## src/rtl/spmv_pkg.sv

```systemverilog
// Shared encodings for the multi-channel SpMV ops sequencer: FSM states,
// command/status word layout and a lowest-set-bit helper for channel selection.
package spmv_pkg;

    localparam logic [2:0] ST_POLL   = 3'd0;
    localparam logic [2:0] ST_LAUNCH = 3'd1;
    localparam logic [2:0] ST_RUN    = 3'd2;
    localparam logic [2:0] ST_NEXT   = 3'd3;
    localparam logic [2:0] ST_WRITE  = 3'd4;
    localparam logic [2:0] ST_DONE   = 3'd5;

    typedef enum logic [2:0] {
        StPoll   = ST_POLL,
        StLaunch = ST_LAUNCH,
        StRun    = ST_RUN,
        StNext   = ST_NEXT,
        StWrite  = ST_WRITE,
        StDone   = ST_DONE
    } state_t;

    localparam int unsigned STAT_GO        = 0;
    localparam int unsigned STAT_DONE      = 1;
    localparam int unsigned STAT_ERR       = 2;
    localparam int unsigned STAT_TMASK_LSB = 8;
    localparam int unsigned MASK_LSB       = 8;

    // Channels run in ascending order, so the next one is the lowest set bit.
    function automatic logic [2:0] lowest_set(input logic [7:0] m);
        logic [2:0] idx;
        idx = 3'd0;
        for (int i = 7; i >= 0; i--) begin
            if (m[i]) idx = 3'(i);
        end
        return idx;
    endfunction

endpackage

```

## src/rtl/spmv_ch_mux.sv

```systemverilog
// Combinational selection of the active engine's SRAM A/B ports; all outputs
// are zero unless the sequencer is in RUN.
module spmv_ch_mux #(
    parameter int unsigned NUM_CH = 4,
    parameter int unsigned ADDR_W = 5,
    parameter int unsigned DATA_W = 256,
    parameter int unsigned CH_W   = 2
) (
    input  logic                     run,
    input  logic [CH_W-1:0]          sel,
    input  logic [NUM_CH*ADDR_W-1:0] ch_address_a,
    input  logic [NUM_CH-1:0]        ch_wr_en_a,
    input  logic [NUM_CH*ADDR_W-1:0] ch_address_b,
    input  logic [NUM_CH-1:0]        ch_wr_en_b,
    input  logic [NUM_CH*DATA_W-1:0] ch_write_data_b,
    output logic [ADDR_W-1:0]        address_a,
    output logic                     wr_en_a,
    output logic [ADDR_W-1:0]        address_b,
    output logic                     wr_en_b,
    output logic [DATA_W-1:0]        write_data_b
);

    always_comb begin
        address_a    = '0;
        wr_en_a      = 1'b0;
        address_b    = '0;
        wr_en_b      = 1'b0;
        write_data_b = '0;
        for (int k = 0; k < int'(NUM_CH); k++) begin
            if (run && sel == CH_W'(k)) begin
                address_a    = ch_address_a[k*ADDR_W +: ADDR_W];
                wr_en_a      = ch_wr_en_a[k];
                address_b    = ch_address_b[k*ADDR_W +: ADDR_W];
                wr_en_b      = ch_wr_en_b[k];
                write_data_b = ch_write_data_b[k*DATA_W +: DATA_W];
            end
        end
    end

endmodule

```

## src/rtl/spmv_ops_sequencer.sv

```systemverilog
// Polls a command word, runs the enabled SpMV engines one at a time with a
// per-channel watchdog, then writes a status word back and raises an IRQ.
module spmv_ops_sequencer
    import spmv_pkg::*;
#(
    parameter int unsigned DATA_W    = 256,
    parameter int unsigned ADDR_W    = 5,
    parameter int unsigned NUM_CH    = 4,
    parameter int unsigned POLL_ADDR = 0,
    parameter int unsigned TIMEOUT   = 1024,
    localparam int unsigned CH_W     = (NUM_CH > 1) ? $clog2(NUM_CH) : 1
) (
    input  logic                     i_clk,
    input  logic                     i_rst,
    input  logic [DATA_W-1:0]        i_read_data_A,
    output logic [ADDR_W-1:0]        o_address_A,
    output logic                     o_wr_en_A,
    output logic [DATA_W-1:0]        o_write_data_A,
    output logic [ADDR_W-1:0]        o_address_B,
    output logic                     o_wr_en_B,
    output logic [DATA_W-1:0]        o_write_data_B,
    input  logic [NUM_CH*ADDR_W-1:0] i_ch_address_A,
    input  logic [NUM_CH-1:0]        i_ch_wr_en_A,
    input  logic [NUM_CH*ADDR_W-1:0] i_ch_address_B,
    input  logic [NUM_CH-1:0]        i_ch_wr_en_B,
    input  logic [NUM_CH*DATA_W-1:0] i_ch_write_data_B,
    input  logic [NUM_CH-1:0]        i_ch_done,
    output logic [NUM_CH-1:0]        o_ch_start,
    output logic [NUM_CH-1:0]        o_ch_abort,
    output logic [2:0]               o_state,
    output logic [CH_W-1:0]          o_active_ch,
    output logic                     o_done,
    output logic                     o_irq,
    input  logic                     i_irq_clr
);

    localparam int unsigned WD_W = (TIMEOUT == 0) ? 1 : $clog2(TIMEOUT + 1);
    localparam logic [WD_W-1:0] WD_LIMIT = WD_W'(TIMEOUT);

    state_t              state;
    logic                poll_vld;
    logic [NUM_CH-1:0]   mask;
    logic [NUM_CH-1:0]   tmask;
    logic [CH_W-1:0]     active;
    logic [WD_W-1:0]     wd;
    logic [NUM_CH-1:0]   start;
    logic                done_pulse;
    logic                irq;

    logic                run;
    logic [NUM_CH-1:0]   onehot_act;
    logic [NUM_CH-1:0]   cmd_mask;
    logic [NUM_CH-1:0]   rem_mask;
    logic [CH_W-1:0]     first_cmd;
    logic [CH_W-1:0]     first_rem;
    logic                act_done;
    logic                timeout_hit;
    logic [DATA_W-1:0]   status;
    logic [ADDR_W-1:0]   mux_address_a;
    logic                mux_wr_en_a;
    logic                unused_rd;

    assign run         = (state == StRun);
    assign onehot_act  = NUM_CH'(1) << active;
    assign cmd_mask    = i_read_data_A[MASK_LSB +: NUM_CH];
    assign rem_mask    = mask & ~onehot_act;
    assign first_cmd   = CH_W'(lowest_set(8'(cmd_mask)));
    assign first_rem   = CH_W'(lowest_set(8'(rem_mask)));
    assign act_done    = run && |(i_ch_done & onehot_act);
    // A done arriving on the timeout cycle takes priority over the abort.
    assign timeout_hit = run && (TIMEOUT != 0) && (wd == WD_LIMIT) && !act_done;
    assign unused_rd   = ^{i_read_data_A[DATA_W-1:MASK_LSB+NUM_CH],
                           i_read_data_A[MASK_LSB-1:1]};

    always_ff @(posedge i_clk or posedge i_rst) begin
        if (i_rst) begin
            state      <= StPoll;
            poll_vld   <= 1'b0;
            mask       <= '0;
            tmask      <= '0;
            active     <= '0;
            wd         <= '0;
            start      <= '0;
            done_pulse <= 1'b0;
            irq        <= 1'b0;
        end else begin
            start      <= '0;
            done_pulse <= 1'b0;
            irq        <= (state == StDone) || (irq && !i_irq_clr);
            unique case (state)
                StPoll: begin
                    poll_vld <= 1'b1;
                    if (poll_vld && i_read_data_A[STAT_GO]) begin
                        poll_vld <= 1'b0;
                        mask     <= cmd_mask;
                        if (|cmd_mask) begin
                            active <= first_cmd;
                            start  <= NUM_CH'(1) << first_cmd;
                            state  <= StLaunch;
                        end else begin
                            state  <= StWrite;
                        end
                    end
                end
                StLaunch: begin
                    wd    <= '0;
                    state <= StRun;
                end
                StRun: begin
                    wd <= wd + 1'b1;
                    if (act_done) begin
                        state <= StNext;
                    end else if (timeout_hit) begin
                        tmask <= tmask | onehot_act;
                        state <= StNext;
                    end
                end
                StNext: begin
                    mask <= rem_mask;
                    if (|rem_mask) begin
                        active <= first_rem;
                        start  <= NUM_CH'(1) << first_rem;
                        state  <= StLaunch;
                    end else begin
                        state  <= StWrite;
                    end
                end
                StWrite: begin
                    done_pulse <= 1'b1;
                    state      <= StDone;
                end
                StDone: begin
                    tmask <= '0;
                    state <= StPoll;
                end
                default: state <= StPoll;
            endcase
        end
    end

    always_comb begin
        status                          = '0;
        status[STAT_TMASK_LSB +: 8]     = 8'(tmask);
        status[STAT_ERR]                = |tmask;
        status[STAT_DONE]               = 1'b1;
    end

    spmv_ch_mux #(
        .NUM_CH (NUM_CH),
        .ADDR_W (ADDR_W),
        .DATA_W (DATA_W),
        .CH_W   (CH_W)
    ) u_mux (
        .run             (run),
        .sel             (active),
        .ch_address_a    (i_ch_address_A),
        .ch_wr_en_a      (i_ch_wr_en_A),
        .ch_address_b    (i_ch_address_B),
        .ch_wr_en_b      (i_ch_wr_en_B),
        .ch_write_data_b (i_ch_write_data_B),
        .address_a       (mux_address_a),
        .wr_en_a         (mux_wr_en_a),
        .address_b       (o_address_B),
        .wr_en_b         (o_wr_en_B),
        .write_data_b    (o_write_data_B)
    );

    always_comb begin
        o_address_A    = ADDR_W'(POLL_ADDR);
        o_wr_en_A      = 1'b0;
        o_write_data_A = '0;
        if (run) begin
            o_address_A = mux_address_a;
            o_wr_en_A   = mux_wr_en_a;
        end else if (state == StWrite) begin
            o_wr_en_A      = 1'b1;
            o_write_data_A = status;
        end
    end

    assign o_ch_start  = start;
    assign o_ch_abort  = timeout_hit ? onehot_act : '0;
    assign o_state     = state;
    assign o_active_ch = active;
    assign o_done      = done_pulse;
    assign o_irq       = irq;

endmodule

```

## config.mk

```make
export PLATFORM = sky130hd
export DESIGN_NAME = spmv_ops_sequencer
export DESIGN_NICKNAME = d
export VERILOG_FILES = /design/src/rtl/spmv_pkg.sv /design/src/rtl/spmv_ch_mux.sv /design/src/rtl/spmv_ops_sequencer.sv
export SDC_FILE = /design/constraint.sdc
export NUM_CORES = 1
export LEC_CHECK = 0
export CAP_MARGIN = 25
export CORE_AREA = 2 2 732 734
export DETAILED_ROUTE_END_ITERATION = 8
export DIE_AREA = 0 0 734 736
export PLACE_DENSITY_LB_ADDON = 0.1
export SYNTH_ARGS = -nofsm -noshare
export SYNTH_HDL_FRONTEND = slang
export SYNTH_SLANG_ARGS = --single-unit
export TNS_END_PERCENT = 5
```

## constraint.sdc

```tcl
create_clock -name i_clk -period 2.8 [get_ports i_clk]
set_input_delay 0.7 -clock i_clk [delete_from_list [all_inputs] [get_ports i_clk]]
set_output_delay 0.7 -clock i_clk [all_outputs]
set_load 0.01 [all_outputs]
```

==> flow_summary.yaml <==
status:
  outcome: "finished with violations"
  violations: "DRC, setup timing"
synth:
  netlist.area_leader.share: 0.279
  synth_common_cells: "nor2_1, buf_4, a21oi_1"
  synth_cells: 1394
  ys_seq_area_frac: 0.0826
  synthesis.area_sq_um: 9390
  synth.largest_area_cell: "a222oi_1"
  synth-edff-count: 0
  ys_ff_latch: 31
  synth_most_common_cell: "nor2_1"
  synth_area_leaders: "a222oi_1, buf_4, a21oi_1, nor2_1, dfrtp_1"
  synth_ff_type: "dfrtp_1"
  synthArstFlopShare: 1.00
  yosys_warnings: 0
  synth_cell_types: 48
  synth.avg_cell_area_sq_um: 6.74
clock_tree:
  clkLatencyLatePin_ps: 280
  htree_num_levels: 2
  numCtsBuffers: 5
  root_buffer: "clkbuf_16"
  cts_tree: "yes"
  cts.path.max_buffers: 2
  clk_pin_slew_ps: 60
  clkSinkCount: 31
drt:
  vias_per_cell: 1.96
  vias: 19825
  ant_nets: 0
  drcViolationCount: 12
  drt-pass1-iter-count: 9
  wl_per_cell_microns: 27.7
  routed_wl_mm: 281
  dr.first_iter.drc_count: 2093
grt:
  grt-ovfl-total: 0
  grt_max_degree: 53
  gr-usage-all-layers: 0.0984
  grt_pass1_wl_mm: 323
  grt_pass1_vias: 19897
  antenna_found_initial: 235
power_and_ir_drop:
  vdd_drop_max_uv: 323
  intPower_mw: 14.1
  p_leak_nw: 12.8
  combPwrFrac: 0.956
  clockPowerShare: 0.021
  sw_frac_of_total: 0.499
  seqPwrFrac: 0.023
  p_per_area_nw_per_um2: 736
  p_switching_mw: 14.0
timing:
  fin_crit_sh: 1.38
  fin_ws_ps: -1070
  setup_viol: 272
  relSlewSlack: 0.165
  rsz0062_at_grt: "yes"
  worst_clock_skew_ps: 8.43
  hold_ws_ps: 472
  timing.fmax_ghz: 0.258
  finalMaxSlewViolations: 0
  worst_pin_slew_ps: 1250
  fin_crit_ps: 3870
  timing_hold_violations_final: 0
final_layout:
  nNetsFinal: 4421
  area_delta_synth_final_pct: 306
  drive_gt1_frac: 0.305
  seqCellArea_sq_um: 777
  multi_input_area_sq_um: 7780
  nFillCells: 62369
place:
  hpwl_mm: 263
  pre_cts_slack_ps: -1310
  port_buffers: 1372
  place_congestion: 0.811
setup_path:
  worstPathRequired_ps: 2100
  crit_fanout: 10
  path_class: "reg2out"
  start_kind: "register"
  cp-end-kind: "primary output"
  arrival_ps: 3170
die:
  start_util: 0.0177
  num_io_pins: 1874
  fp.dieH_microns: 736
  dieArea_sq_um: 540000
  fp.dieW_microns: 734
  core_area_sq_um: 532000
  rows: 268
min_path:
  hp-class: "reg2reg"
run:
  cap_violations: 0
## sequential cells by signal, summed over array words and instances, names as in the netlist
| register | flops |
|---|---|
| o_ch_start | 4 |
| mask | 4 |
| o_active_ch | 2 |
| o_done | 1 |
| poll_vld | 1 |
| o_state | 3 |
| o_irq | 1 |
| wd | 11 |
| tmask | 4 |
## cell usage in the layout (no fill, tap or decap), drive strengths merged, types with 5 or more instances in the layout
cell type      instances
nand2                 33
a21oi                269
nor2                 275
nand3                  9
and2                   5
buf                  717
mux4                   7
clkdlybuf4s15          7
o21ai                 18
clkbuf                12
a222oi               262
nor4                   6
inv                   11
diode                 23
and3                   8
conb                 250
mux2i                  6
clkdlybuf4s50       1097
nor3                   5
dlygate4sd2            7
bufbuf                 8
dfrtp                 31
## kinds of logic after synthesis
kind of cell             count (synthesis)  synth area share
AO/OA/AOI/OAI                          566             0.446
buffers and inverters                  419             0.280
AND/OR/NAND/NOR                        361             0.164
flip-flops                              31            0.0826
multiplexers                            14            0.0244
adder cells (fa/ha/maj)                  2           0.00266
other                                    1          0.000399
## worst paths after layout
| path | slack (ps) | endpoint | startpoint | cells past startpoint |
|---|---|---|---|---|
| setup / recovery | -1070 | o_write_data_B[90] | o_active_ch[0] | 12 |
| hold / removal | 470 | wd[10] | wd[10] | 1 |
| setup reg to reg | 340 | o_active_ch[0] | o_active_ch[0] | 9 |
| hold reg to reg | 470 | wd[10] | wd[10] | 1 |
| max in group asynchronous | 1580 | o_active_ch[1] | i_rst | 3 |
| min in group asynchronous | 850 | tmask[1] | i_rst | 3 |
## per-layer routing
| metal | routed length (microns) | up-vias | track usage | part of all wire |
|---|---|---|---|---|
| met5 | 415 | - | 0 | 0.0015 |
| met4 | 2630 | 64 | 0.00354 | 0.0094 |
| met3 | 38500 | 339 | 0.0574 | 0.14 |
| met2 | 135000 | 1621 | 0.172 | 0.48 |
| met1 | 104000 | 9392 | 0.107 | 0.37 |
| li1 | - | 8409 | - | - |
## critical path, cell delays in order (launching register included)
cell,delay [ps]
dfrtp_1,400
buf_4,140
buf_6,120
nand2b_2,120
nor2_8,50
buf_6,120
buf_12,150
buf_8,200
a222oi_1,930
buf_4,280
a21oi_2,50
buf_4,140
buf_12,110
## area by class of cell
type                            count  area share
Multi-Input combinational cell   1193       0.204
Sequential cell                    31      0.0204
Clock buffer                        8     0.00410
Tap cell                         7020       0.230
Timing Repair Buffer             1842       0.539
Antenna cell                       23     0.00151
Inverter                           11     0.00108
## repair_timing
item                       in CTS  in global routing
setup endpoints to repair     272                274
gates resized for setup       460                 97
hold endpoints to repair        0                  0
gates cloned                    4                  1
hold buffers                    0                  0
pin swaps                     217                 65
setup buffers                  47                 23
## power by group through the flow
stage	clock network (mW)	registers, mW	logic [mW]
after floorplan	0	0.655	5.57
after global placement	0	0.666	26.6
after detailed placement	0	0.667	26.6
after CTS	0.623	0.653	27.9
after global routing	0.644	0.669	28.9
final	0.597	0.652	26.8
## through the flow
step	std cells	cell area [sq um]	utilization	power (mW)	TNS [ps]
after floorplan	1643	10300	-	6.22	0
after global placement	10030	35900	0.0676	27.3	-147860
after detailed placement	10035	36000	0.0676	27.2	-145510
after CTS	10091	37600	0.0707	29.2	-177800
after global routing	10110	38100	0.0717	30.2	-197930
final	10128	38200	0.0718	28.1	-168430
Note: power is estimated with default switching activity, not from simulation.
